## src/rtl/divider_pkg.sv

```systemverilog
// Shared types and helpers for the iterative divider.
// Optional remainder output is enabled by defining DIVIDER_REM_EN.
package divider_pkg;

    typedef enum logic [1:0] {IDLE, CALC, FIX, DONE} div_state_t;

    // Widest operand the sign-magnitude helper handles; DATA_LEN must stay below it.
    localparam int DIV_MAX_W = 64;

    localparam logic [DIV_MAX_W-1:0] DIV_ZERO_Q = '1;

    // Caller sign-extends (or zero-extends) the operand; returns its magnitude.
    function automatic logic [DIV_MAX_W-1:0] abs_ext(input logic [DIV_MAX_W-1:0] x);
        return x[DIV_MAX_W-1] ? (~x + 1'b1) : x;
    endfunction

endpackage

```

## src/rtl/div_step.sv

```systemverilog
// One restoring-division iteration: shift in the next dividend bit, subtract the
// divisor if it fits, and report the resulting quotient bit.
module div_step #(
    parameter int DATA_LEN = 32
) (
    input  logic [DATA_LEN-1:0] rem_i,
    input  logic                bit_i,
    input  logic [DATA_LEN:0]   dvs_i,
    output logic [DATA_LEN-1:0] rem_o,
    output logic                q_o
);

    logic [DATA_LEN:0] shifted;
    logic [DATA_LEN:0] diff;
    logic              unused_diff_msb;

    // The remainder stays below the divisor, so it always fits in DATA_LEN bits.
    always_comb begin
        shifted = {rem_i, bit_i};
        diff    = shifted - dvs_i;
        q_o     = (shifted >= dvs_i);
        rem_o   = q_o ? diff[DATA_LEN-1:0] : shifted[DATA_LEN-1:0];
    end

    assign unused_diff_msb = diff[DATA_LEN];

endmodule

```

## src/rtl/iter_divider.sv

```systemverilog
// Multi-cycle radix-2 restoring divider, one operation in flight, DATA_LEN+2 cycle latency.
// Define DIVIDER_REM_EN to get the signed-corrected remainder on the remain port.
module iter_divider
    import divider_pkg::*;
#(
    parameter int DATA_LEN = 32,
    parameter int CNT_W    = $clog2(DATA_LEN + 1)
) (
    input  logic                clk,
    input  logic                reset,
    input  logic                in_valid,
    output logic                in_ready,
    input  logic                in_signed,
    input  logic [DATA_LEN-1:0] a,
    input  logic [DATA_LEN-1:0] b,
    output logic                out_valid,
    input  logic                out_ready,
    output logic [DATA_LEN-1:0] quotient,
`ifdef DIVIDER_REM_EN
    output logic [DATA_LEN-1:0] remain,
`endif
    output logic                div_zero
);

    div_state_t          state_q;
    logic [CNT_W-1:0]    cnt_q;
    logic [DATA_LEN-1:0] dvd_q;     // dividend bits shift out the top, quotient bits shift in
    logic [DATA_LEN:0]   dvs_q;
    logic [DATA_LEN-1:0] prem_q;
    logic                neg_quo_q;
    logic                zero_q;
    logic [DATA_LEN-1:0] quo_q;
    logic                dz_q;
    logic                out_valid_q;
    logic                in_ready_q;
`ifdef DIVIDER_REM_EN
    logic                neg_rem_q;
    logic [DATA_LEN-1:0] a_q;
    logic [DATA_LEN-1:0] rem_q;
`endif

    logic [DIV_MAX_W-1:0] a_ext, b_ext, a_mag, b_mag;
    logic [DATA_LEN-1:0]  step_rem_d;
    logic                 step_q_d;
    logic                 unused_mag;

    always_comb begin
        a_ext = {{(DIV_MAX_W-DATA_LEN){in_signed & a[DATA_LEN-1]}}, a};
        b_ext = {{(DIV_MAX_W-DATA_LEN){in_signed & b[DATA_LEN-1]}}, b};
        a_mag = abs_ext(a_ext);
        b_mag = abs_ext(b_ext);
    end

    assign unused_mag = ^{a_mag[DIV_MAX_W-1:DATA_LEN], b_mag[DIV_MAX_W-1:DATA_LEN+1]};

    div_step #(.DATA_LEN(DATA_LEN)) u_step (
        .rem_i (prem_q),
        .bit_i (dvd_q[DATA_LEN-1]),
        .dvs_i (dvs_q),
        .rem_o (step_rem_d),
        .q_o   (step_q_d)
    );

    always_ff @(posedge clk) begin
        if (reset) begin
            state_q     <= IDLE;
            cnt_q       <= '0;
            dvd_q       <= '0;
            dvs_q       <= '0;
            prem_q      <= '0;
            neg_quo_q   <= 1'b0;
            zero_q      <= 1'b0;
            quo_q       <= '0;
            dz_q        <= 1'b0;
            out_valid_q <= 1'b0;
            in_ready_q  <= 1'b1;
`ifdef DIVIDER_REM_EN
            neg_rem_q   <= 1'b0;
            a_q         <= '0;
            rem_q       <= '0;
`endif
        end else begin
            case (state_q)
                IDLE: begin
                    if (in_valid && in_ready_q) begin
                        dvd_q      <= a_mag[DATA_LEN-1:0];
                        dvs_q      <= b_mag[DATA_LEN:0];
                        prem_q     <= '0;
                        cnt_q      <= CNT_W'(DATA_LEN - 1);
                        neg_quo_q  <= in_signed & (a[DATA_LEN-1] ^ b[DATA_LEN-1]);
                        zero_q     <= (b == '0);
                        in_ready_q <= 1'b0;
                        state_q    <= CALC;
`ifdef DIVIDER_REM_EN
                        neg_rem_q  <= in_signed & a[DATA_LEN-1];
                        a_q        <= a;
`endif
                    end
                end
                CALC: begin
                    prem_q <= step_rem_d;
                    dvd_q  <= {dvd_q[DATA_LEN-2:0], step_q_d};
                    cnt_q  <= cnt_q - 1'b1;
                    if (cnt_q == '0)
                        state_q <= FIX;
                end
                FIX: begin
                    // Divide-by-zero bypasses sign correction so quotient is all ones in both modes.
                    if (zero_q) begin
                        quo_q <= DIV_ZERO_Q[DATA_LEN-1:0];
`ifdef DIVIDER_REM_EN
                        rem_q <= a_q;
`endif
                    end else begin
                        quo_q <= neg_quo_q ? (~dvd_q + 1'b1) : dvd_q;
`ifdef DIVIDER_REM_EN
                        rem_q <= neg_rem_q ? (~prem_q + 1'b1) : prem_q;
`endif
                    end
                    dz_q    <= zero_q;
                    state_q <= DONE;
                end
                DONE: begin
                    // First DONE cycle only raises out_valid, giving the fixed DATA_LEN+2 latency.
                    if (!out_valid_q) begin
                        out_valid_q <= 1'b1;
                    end else if (out_ready) begin
                        out_valid_q <= 1'b0;
                        in_ready_q  <= 1'b1;
                        state_q     <= IDLE;
                    end
                end
                default: state_q <= IDLE;
            endcase
        end
    end

    assign in_ready  = in_ready_q;
    assign out_valid = out_valid_q;
    assign quotient  = quo_q;
    assign div_zero  = dz_q;
`ifdef DIVIDER_REM_EN
    assign remain    = rem_q;
`endif

endmodule

```

## config.mk

```make
export PLATFORM = sky130hd
export DESIGN_NAME = iter_divider
export DESIGN_NICKNAME = d
export VERILOG_FILES = /design/src/rtl/divider_pkg.sv /design/src/rtl/div_step.sv /design/src/rtl/iter_divider.sv
export SDC_FILE = /design/constraint.sdc
export NUM_CORES = 1
export LEC_CHECK = 0
export BUFFER_PORTS_ARGS = -buffer_cell sky130_fd_sc_hd__buf_2
export CELL_PAD_IN_SITES_DETAIL_PLACEMENT = 0
export CELL_PAD_IN_SITES_GLOBAL_PLACEMENT = 1
export CORE_MARGIN = 2
export CORE_UTILIZATION = 35
export DETAILED_ROUTE_END_ITERATION = 12
export GPL_TIMING_DRIVEN = 0
export PLACE_DENSITY_LB_ADDON = 0.1
export SLEW_MARGIN = 20
export SYNTH_ARGS = -nofsm -noshare
export SYNTH_HDL_FRONTEND = slang
export SYNTH_SLANG_ARGS = --single-unit
```

## constraint.sdc

```tcl
create_clock -name clk -period 3.9 [get_ports clk]
set_input_delay 0.585 -clock clk [delete_from_list [all_inputs] [get_ports clk]]
set_output_delay 0.585 -clock clk [all_outputs]
set_load 0.03 [all_outputs]
```

==> results of run 1 <==
## where the power goes
group	internal (mW)	total, mW	switching [mW]
clock	0.954	1.70	0.741
combinational	1.50	4.22	2.72
sequential	1.82	2.13	0.314
total	4.28	8.05	3.77
## worst max-delay path: stages (launching register included)
cell,delay (ns)
sky130_fd_sc_hd__dfxtp_1,0.33
sky130_fd_sc_hd__inv_1,0.06
sky130_fd_sc_hd__ha_1,0.26
sky130_fd_sc_hd__clkbuf_1,0.26
sky130_fd_sc_hd__nand4_1,0.19
sky130_fd_sc_hd__nor2_1,0.29
sky130_fd_sc_hd__a21boi_0,0.51
sky130_fd_sc_hd__nand4bb_1,0.24
sky130_fd_sc_hd__a31oi_1,0.15
sky130_fd_sc_hd__nand2_1,0.20
sky130_fd_sc_hd__clkbuf_1,0.55
sky130_fd_sc_hd__nor2_1,0.11
sky130_fd_sc_hd__a21oi_1,0.13
sky130_fd_sc_hd__o21ai_0,0.09
## final cells by class
| class | count | area, sq um | share of cell area (%) |
|---|---|---|---|
| antenna | 1 | 2.50 | 0.0231 |
| buffer | 76 | 288 | 2.65 |
| clock buffer | 18 | 429 | 3.96 |
| clock inverter | 14 | 159 | 1.47 |
| inverter | 58 | 218 | 2.01 |
| multi-input combinational | 969 | 5970 | 55.0 |
| sequential | 142 | 2840 | 26.2 |
| tap | 335 | 419 | 3.87 |
| timing repair buffer | 103 | 515 | 4.76 |
## cells in the final DEF, fill, tap and decap left out, types with 25 or more instances in the layout
cell type and n:
sky130_fd_sc_hd__xor2_1 43, sky130_fd_sc_hd__a21oi_1 100, sky130_fd_sc_hd__o22ai_1 25, sky130_fd_sc_hd__xnor2_1 65, sky130_fd_sc_hd__clkbuf_1 74, sky130_fd_sc_hd__nor2_1 133, sky130_fd_sc_hd__a211oi_1 37, sky130_fd_sc_hd__inv_1 57
sky130_fd_sc_hd__o21ai_0 88, sky130_fd_sc_hd__nand2_1 161, sky130_fd_sc_hd__buf_2 105, sky130_fd_sc_hd__dfxtp_1 142, sky130_fd_sc_hd__ha_1 43
## path summary, 6_finish.rpt
| kind | startpoint | to | slack (ns) | cells after the start |
|---|---|---|---|---|
| setup / recovery | dvs_q[7]$_SDFFE_PP0P_ | prem_q[16]$_SDFFE_PP0P_ | 0.40 | 13 |
| hold / removal | dvs_q[18]$_SDFFE_PP0P_ | dvs_q[18]$_SDFFE_PP0P_ | 0.45 | 2 |
| setup reg to reg | dvs_q[7]$_SDFFE_PP0P_ | prem_q[16]$_SDFFE_PP0P_ | 0.40 | 13 |
| hold reg to reg | dvs_q[18]$_SDFFE_PP0P_ | dvs_q[18]$_SDFFE_PP0P_ | 0.45 | 2 |
## sequential cells by signal, indices dropped and copies added, names as in the netlist, 2 cells and up
register and flops:
cnt_q 6, dvd_q 32, dvs_q 33, prem_q 32, quotient 32, state_q 2
## metrics by stage
stage	setup slack, ns	area, sq um
3_3_place_gp	0.410	10200
5_1_grt	0.0818	10800
4_1_cts	0.395	10800
2_1_floorplan	1.06	9310
6_report	0.395	10800
3_5_place_dp	0.417	10200
## layer usage
layer,vias up,global-route usage [%],wire length (microns)
met4,0,5.66,403
met5,-,0,0
met2,199,32.5,13000
met1,4386,34.3,16400
li1,4663,-,-
met3,27,3.37,1480
## logic make-up after synthesis
logic type | count (synthesis)
AO/OA/AOI/OAI | 376
XOR/XNOR | 108
adder cells (fa/ha/maj) | 44
buffers and inverters | 134
flip-flops | 142
multiplexers | 14
AND/OR/NAND/NOR | 427
==> insert_results.sql, run 1 <==
INSERT INTO impl_metrics (metric_group, metric, value, unit) VALUES
('yosys', 'yosys.area_share.adder', '5.99', '%'),
('power', 'static-leakage-power', '4.28', 'nW'),
('layout', 'post_synthesis_to_final_layout_area_growth', '16.4', '%'),
('global_route', 'wire_length_of_the_first_global_routing_pass', '49100', 'microns'),
('worst_setup_path', 'critPathMaxFanout', '10', ''),
('power', 'ir_drop', '289', 'uV'),
('yosys', 'synth.yosys.seq_area_share', '30.5', '%'),
('yosys', 'synth_top_family_by_area', 'compound AO/OA/AOI/OAI gates', ''),
('cts', 'postCtsHoldBufs', '0', ''),
('drt', 'initialDrtViolationCount', '712', ''),
('timing', 'worst_clock_skew', '0.0183', 'ns'),
('yosys', 'yosysTopAreaCell', 'sky130_fd_sc_hd__dfxtp_1', ''),
('global_route', 'track_usage', '22.4', '%'),
('timing', 'final_min_period_over_clock_period', '89.9', '%'),
('die', 'die_w', '167', 'microns'),
('timing', 'worst-slew-pin-transition', '0.880', 'ns'),
('cts', 'clock_sinks', '142', ''),
('cts', 'worst_setup_hold_path_clk_slew', '0.07', 'ns'),
('yosys', 'synthXorXnorAreaFrac', '10.2', '%'),
('die', 'placementRows', '59', ''),
('drt', 'drtPass1Iterations', '5', ''),
('power', 'power_density', '743', 'mW/mm^2'),
('global_route', 'pin_count_of_the_biggest_net_entering_global_routing', '17', ''),
('cts', 'cts_max_level', '4', ''),
('die', 'core_area', '0.0261', 'sq mm'),
('yosys', 'post_synth_main_area_contributors', 'sky130_fd_sc_hd__dfxtp_1, sky130_fd_sc_hd__nand2_1, sky130_fd_sc_hd__xnor2_1', ''),
('yosys', 'postSynthNetCount', '1358', ''),
('yosys', 'ys.warnings.count', '0', ''),
('placement', 'gpl.final_weighted_congestion', '0.858', ''),
('timing', 'rsz_0062_raised_after_global_routing', 'no', ''),
('timing', 'timing.setup.tns', '0', 'ns'),
('run', 'drv_cap', '0', ''),
('layout', 'layout-drive-gt1-share', '10.9', '%'),
('yosys', 'synthArstFlopShare', '0', '%'),
('global_route', 'antenna_found_initial', '1', ''),
('die', 'boundaryPins', '104', ''),
('worst_setup_path', 'critical_path_required', '4.21', 'ns'),
('global_route', 'grt_remaining_overflow', '0', ''),
('yosys', 'yosysTopAreaCellShare', '30.5', '%'),
('timing', 'timing.hold.ws', '0.454', 'ns'),
('yosys', 'synth_enable_flop_cells', '0', ''),
('global_route', 'first_global_vias', '8711', ''),
('status', 'status', 'finished clean', ''),
('yosys', 'yosysMostFrequentCell', 'sky130_fd_sc_hd__nand2_1', ''),
('cts', 'cts_made_buffers', '17', ''),
('timing', 'worst_slew_margin_relative_to_its_limit', '41.1', '%'),
('placement', 'buffer_ports.inserted', '103', ''),
('cts', 'postCtsSetupRepairBufs', '0', ''),
('drt', 'viasPerCell', '5.41', ''),
('timing', 'finalMaxSlewViolations', '0', ''),
('drt', 'routed_wl', '31400', 'microns'),
('drt', 'antenna_left', '0', ''),
('worst_setup_path', 'critical_path.startpoint_type', 'register', ''),
('timing', 'timing.final.crit_period', '3.50', 'ns'),
('worst_setup_path', 'critical_path.endpoint_type', 'register', ''),
('drt', 'detailroute.via_count', '9275', ''),
('die', 'initial_utilization', '35.7', '%'),
('cts', 'cts_resized', '0', ''),
('cts', 'worstSkewPairLatency', '0.44', 'ns'),
('layout', 'numnets_final', '1480', ''),
('cts', 'root_buffer', 'sky130_fd_sc_hd__clkbuf_16', ''),
('yosys', 'post_synth_mux_area_share', '1.52', '%'),
('layout', 'utilization_after_layout', '41.6', '%'),
('worst_setup_path', 'critical_path_class', 'reg -> reg', ''),
('die', 'die-height', '167', 'microns'),
('drt', 'detail_route.drc_violations', '0', ''),
('timing', 'maximum_clock_rate', '285', 'MHz'),
('yosys', 'area_of_the_mapped_netlist', '0.00931', 'sq mm'),
('yosys', 'synth_compound_area_share', '25.3', '%'),
('layout', 'filler_cell_count', '2853', ''),
('power', 'fin_total_pwr', '8.05', 'mW');
Power figures use the tool's default switching activity.
==> run 2, diff against run 1 <==
Settings changed: CORE_UTILIZATION 35 to 44, CTS_CLUSTER_DIAMETER from default to 50, RECOVER_POWER from default to 100.
==> insert_results.sql, run 2 (same netlist as run 1, synthesis figures left out) <==
INSERT INTO impl_metrics (metric_group, metric, value, unit) VALUES
('worst_setup_path', 'critical_path_required', '4.25', 'ns'),
('layout', 'number_of_flip_flops_in_the_largest_register', '33', ''),
('timing', 'final_min_period_over_clock_period', '89.8', '%'),
('die', 'placementRows', '53', ''),
('layout', 'numnets_final', '1480', ''),
('cts', 'cts_made_buffers', '17', ''),
('min_path', 'timing.hold.worst_path_depth', '3', ''),
('min_path', 'hold_start', 'b[0]', ''),
('layout', 'mostFrequentLayoutCell', 'sky130_fd_sc_hd__nand2_1', ''),
('layout', 'stdcell_area', '0.0107', 'sq mm'),
('die', 'die-height', '149', 'microns'),
('drt', 'antenna_left', '0', ''),
('global_route', 'antenna_found_initial', '0', ''),
('power', 'fin_total_pwr', '7.91', 'mW'),
('min_path', 'worst_hold_path_endpoint', 'dvs_q[0]$_SDFFE_PP0P_', ''),
('power', 'power_density', '740', 'mW/mm^2'),
('global_route', 'track_usage', '26.2', '%'),
('timing', 'hold_viol_final', '0', ''),
('worst_setup_path', 'critPathMaxFanout', '10', ''),
('worst_setup_path', 'critical_path.most_common_cell', 'sky130_fd_sc_hd__o21ai_0', ''),
('worst_setup_path', 'reg2reg_to', 'prem_q[10]$_SDFFE_PP0P_', ''),
('layout', 'layout_common_cells', 'sky130_fd_sc_hd__nand2_1, sky130_fd_sc_hd__dfxtp_1, sky130_fd_sc_hd__nor2_1', ''),
('cts', 'clock_sinks', '142', ''),
('placement', 'placedCellCount', '1623', ''),
('die', 'initial_utilization', '44.6', '%'),
('worst_setup_path', 'timing.critical_path.cells', 'inv_1 > ha_1 > clkbuf_1 > nand3_1 > nor4_1 > a31oi_1 > o21ai_0 > o21ai_0 > nand2_1 > clkbuf_1 > o21ai_0 > o21ai_0', ''),
('drt', 'detail_route.drc_violations', '0', ''),
('global_route', 'globalRouteMet3Util', '4.36', '%'),
('worst_setup_path', 'critical_path_class', 'reg -> reg', ''),
('min_path', 'hold_path_class', 'in -> reg', ''),
('worst_setup_path', 'critical_path.startpoint_type', 'register', ''),
('cts', 'cts_resized', '0', ''),
('drt', 'routed_wl', '29100', 'microns'),
('timing', 'timing.hold.ws', '0.438', 'ns'),
('die', 'die-area', '0.0223', 'sq mm'),
('cts', 'worstSkewPairLatency', '0.44', 'ns'),
('placement', 'dp_hpwl', '22500', 'microns'),
('die', 'core_area', '0.0209', 'sq mm'),
('global_route', 'first_global_vias', '8724', ''),
('timing', 'timing.setup.tns', '0', 'ns'),
('worst_setup_path', 'worst-r2r-setup-slack', '0.40', 'ns'),
('drt', 'initialDrtViolationCount', '396', ''),
('global_route', 'grt.met2_usage', '47.5', '%'),
('cts', 'postCtsHoldBufs', '0', ''),
('power', 'ir_drop', '344', 'uV'),
('timing', 'rsz_0062_raised_after_global_routing', 'no', ''),
('drt', 'drtPass1Iterations', '12', ''),
('layout', 'filler_cell_count', '2162', ''),
('cts', 'cts_buffer_depth', '2', ''),
('global_route', 'pin_count_of_the_biggest_net_entering_global_routing', '19', ''),
('timing', 'maximum_clock_rate', '286', 'MHz'),
('worst_setup_path', 'timing.critical_path.arrival', '3.85', 'ns'),
('timing', 'worst-slew-pin-transition', '0.915', 'ns'),
('timing', 'timing.final.setup_violations', '0', ''),
('timing', 'worst_clock_skew', '0.0140', 'ns'),
('worst_setup_path', 'worst-r2r-cell-count', '12', ''),
('placement', 'gpl.final_weighted_congestion', '0.913', ''),
('die', 'boundaryPins', '104', ''),
('die', 'die_w', '149', 'microns'),
('placement', 'post_dp_cell_area', '0.0102', 'sq mm'),
('layout', 'fin_cells', '1655', ''),
('worst_setup_path', 'rr_startpoint', 'dvs_q[22]$_SDFFE_PP0P_', ''),
('drt', 'average_routed_wire_per_standard_cell', '17.6', 'microns'),
('cts', 'root_buffer', 'sky130_fd_sc_hd__clkbuf_16', ''),
('layout', 'post_synthesis_to_final_layout_area_growth', '14.9', '%'),
('timing', 'finalMaxSlewViolations', '0', ''),
('cts', 'tritoncts', 'built', ''),
('global_route', 'wire_length_of_the_first_global_routing_pass', '45500', 'microns'),
('worst_setup_path', 'timing.critical_path.slowest_stage_cell', 'sky130_fd_sc_hd__clkbuf_1', ''),
('global_route', 'grt_remaining_overflow', '0', ''),
('cts', 'cts_max_level', '4', ''),
('placement', 'buffer_ports.inserted', '103', ''),
('power', 'static-leakage-power', '4.12', 'nW'),
('timing', 'timing.final.crit_period', '3.50', 'ns'),
('drt', 'detailroute.via_count', '9115', ''),
('cts', 'worst_setup_hold_path_clk_slew', '0.07', 'ns'),
('status', 'status', 'finished clean', ''),
('layout', 'top_register', 'dvs_q', ''),
('global_route', 'met1_usage', '30.9', '%'),
('run', 'drv_cap', '0', ''),
('cts', 'postCtsSetupRepairBufs', '0', ''),
('layout', 'layout-drive-gt1-share', '7.75', '%'),
('layout', 'antenna-diode-count', '0', ''),
('worst_setup_path', 'cp_slowest_stage_delay', '0.58', 'ns'),
('drt', 'viasPerCell', '5.51', ''),
('global_route', 'globalRoute.busiestLayer', 'met2', ''),
('worst_setup_path', 'critical_path.endpoint_type', 'register', ''),
('timing', 'worst_slew_margin_relative_to_its_limit', '39.0', '%');
[run 2: changes by cell type in the layout (fill, tap and decap cells not counted), moves of 2 or more]
cell and change:
sky130_fd_sc_hd__bufinv_16 -2, sky130_fd_sc_hd__o21ai_0 +4, sky130_fd_sc_hd__nor3_1 +2, sky130_fd_sc_hd__o21ai_1 -4, sky130_fd_sc_hd__nor3_4 -2, sky130_fd_sc_hd__clkinv_8 +6, sky130_fd_sc_hd__clkbuf_1 +38, sky130_fd_sc_hd__clkinv_4 -5
sky130_fd_sc_hd__or4_1 +2, sky130_fd_sc_hd__or4_4 -2, sky130_fd_sc_hd__inv_8 +4, sky130_fd_sc_hd__clkinvlp_4 -2, sky130_fd_sc_hd__buf_2 -39
[run 2: critical path, delay by kind of cell, from the launching register on]
kind | cells | cell delay [ns]
buffers and inverters | 3 | 0.96
and+or+nand+nor | 3 | 0.94
AOI/OAI and AO/OA | 5 | 0.86
DFF | 1 | 0.35
adders and majority gates | 1 | 0.28
[run 2: per-stage QoR]
| step | setup WS, ns | util (%) |
|---|---|---|
| 3_3_place_gp | 0.451 | 48.7 |
| 4_1_cts | 0.433 | 51.6 |
| 3_5_place_dp | 0.460 | 48.7 |
| 5_1_grt | 0.157 | 51.2 |
| 2_1_floorplan | 1.06 | - |
| 6_report | 0.399 | 51.2 |
[run 2: how the worst max path moves through the flow]
stage / from / endpoint / slack [ns] / cells past startpoint
detailed placement: dvs_q[7]$_SDFFE_PP0P_ / prem_q[16]$_SDFFE_PP0P_ / 0.46 / 13
finish: dvs_q[22]$_SDFFE_PP0P_ / prem_q[10]$_SDFFE_PP0P_ / 0.40 / 12
CTS: dvs_q[7]$_SDFFE_PP0P_ / prem_q[10]$_SDFFE_PP0P_ / 0.43 / 12
floorplan: dvs_q[2]$_SDFFE_PP0P_ / prem_q[30]$_SDFFE_PP0P_ / 1.06 / 11
global route: dvs_q[22]$_SDFFE_PP0P_ / prem_q[28]$_SDFFE_PP0P_ / 0.16 / 13
global placement: dvs_q[7]$_SDFFE_PP0P_ / prem_q[16]$_SDFFE_PP0P_ / 0.45 / 13
[run 2: layout make-up]
class	instances	area [sq um]	share of cell area (%)
sequential	142	2840	26.6
inverter	58	218	2.04
multi-input combinational	969	5920	55.4
timing repair buffer	103	468	4.38
buffer	76	287	2.68
clock inverter	15	186	1.74
clock buffer	17	425	3.98
tap	275	344	3.22
[run 2: report_power, final]
part / internal (mW) / total (mW) / switching, mW / leakage (nW)
clock network: 0.873 / 1.68 / 0.806 / 0.298
registers: 1.82 / 2.16 / 0.338 / 1.16
logic: 1.47 / 4.08 / 2.61 / 2.67
[run 2: routing by layer]
metal | vias to the layer above | routed length (microns)
met2 | 220 | 14800
met5 | - | 0
met1 | 4183 | 12200
met4 | 0 | 845
li1 | 4671 | -
met3 | 41 | 1270
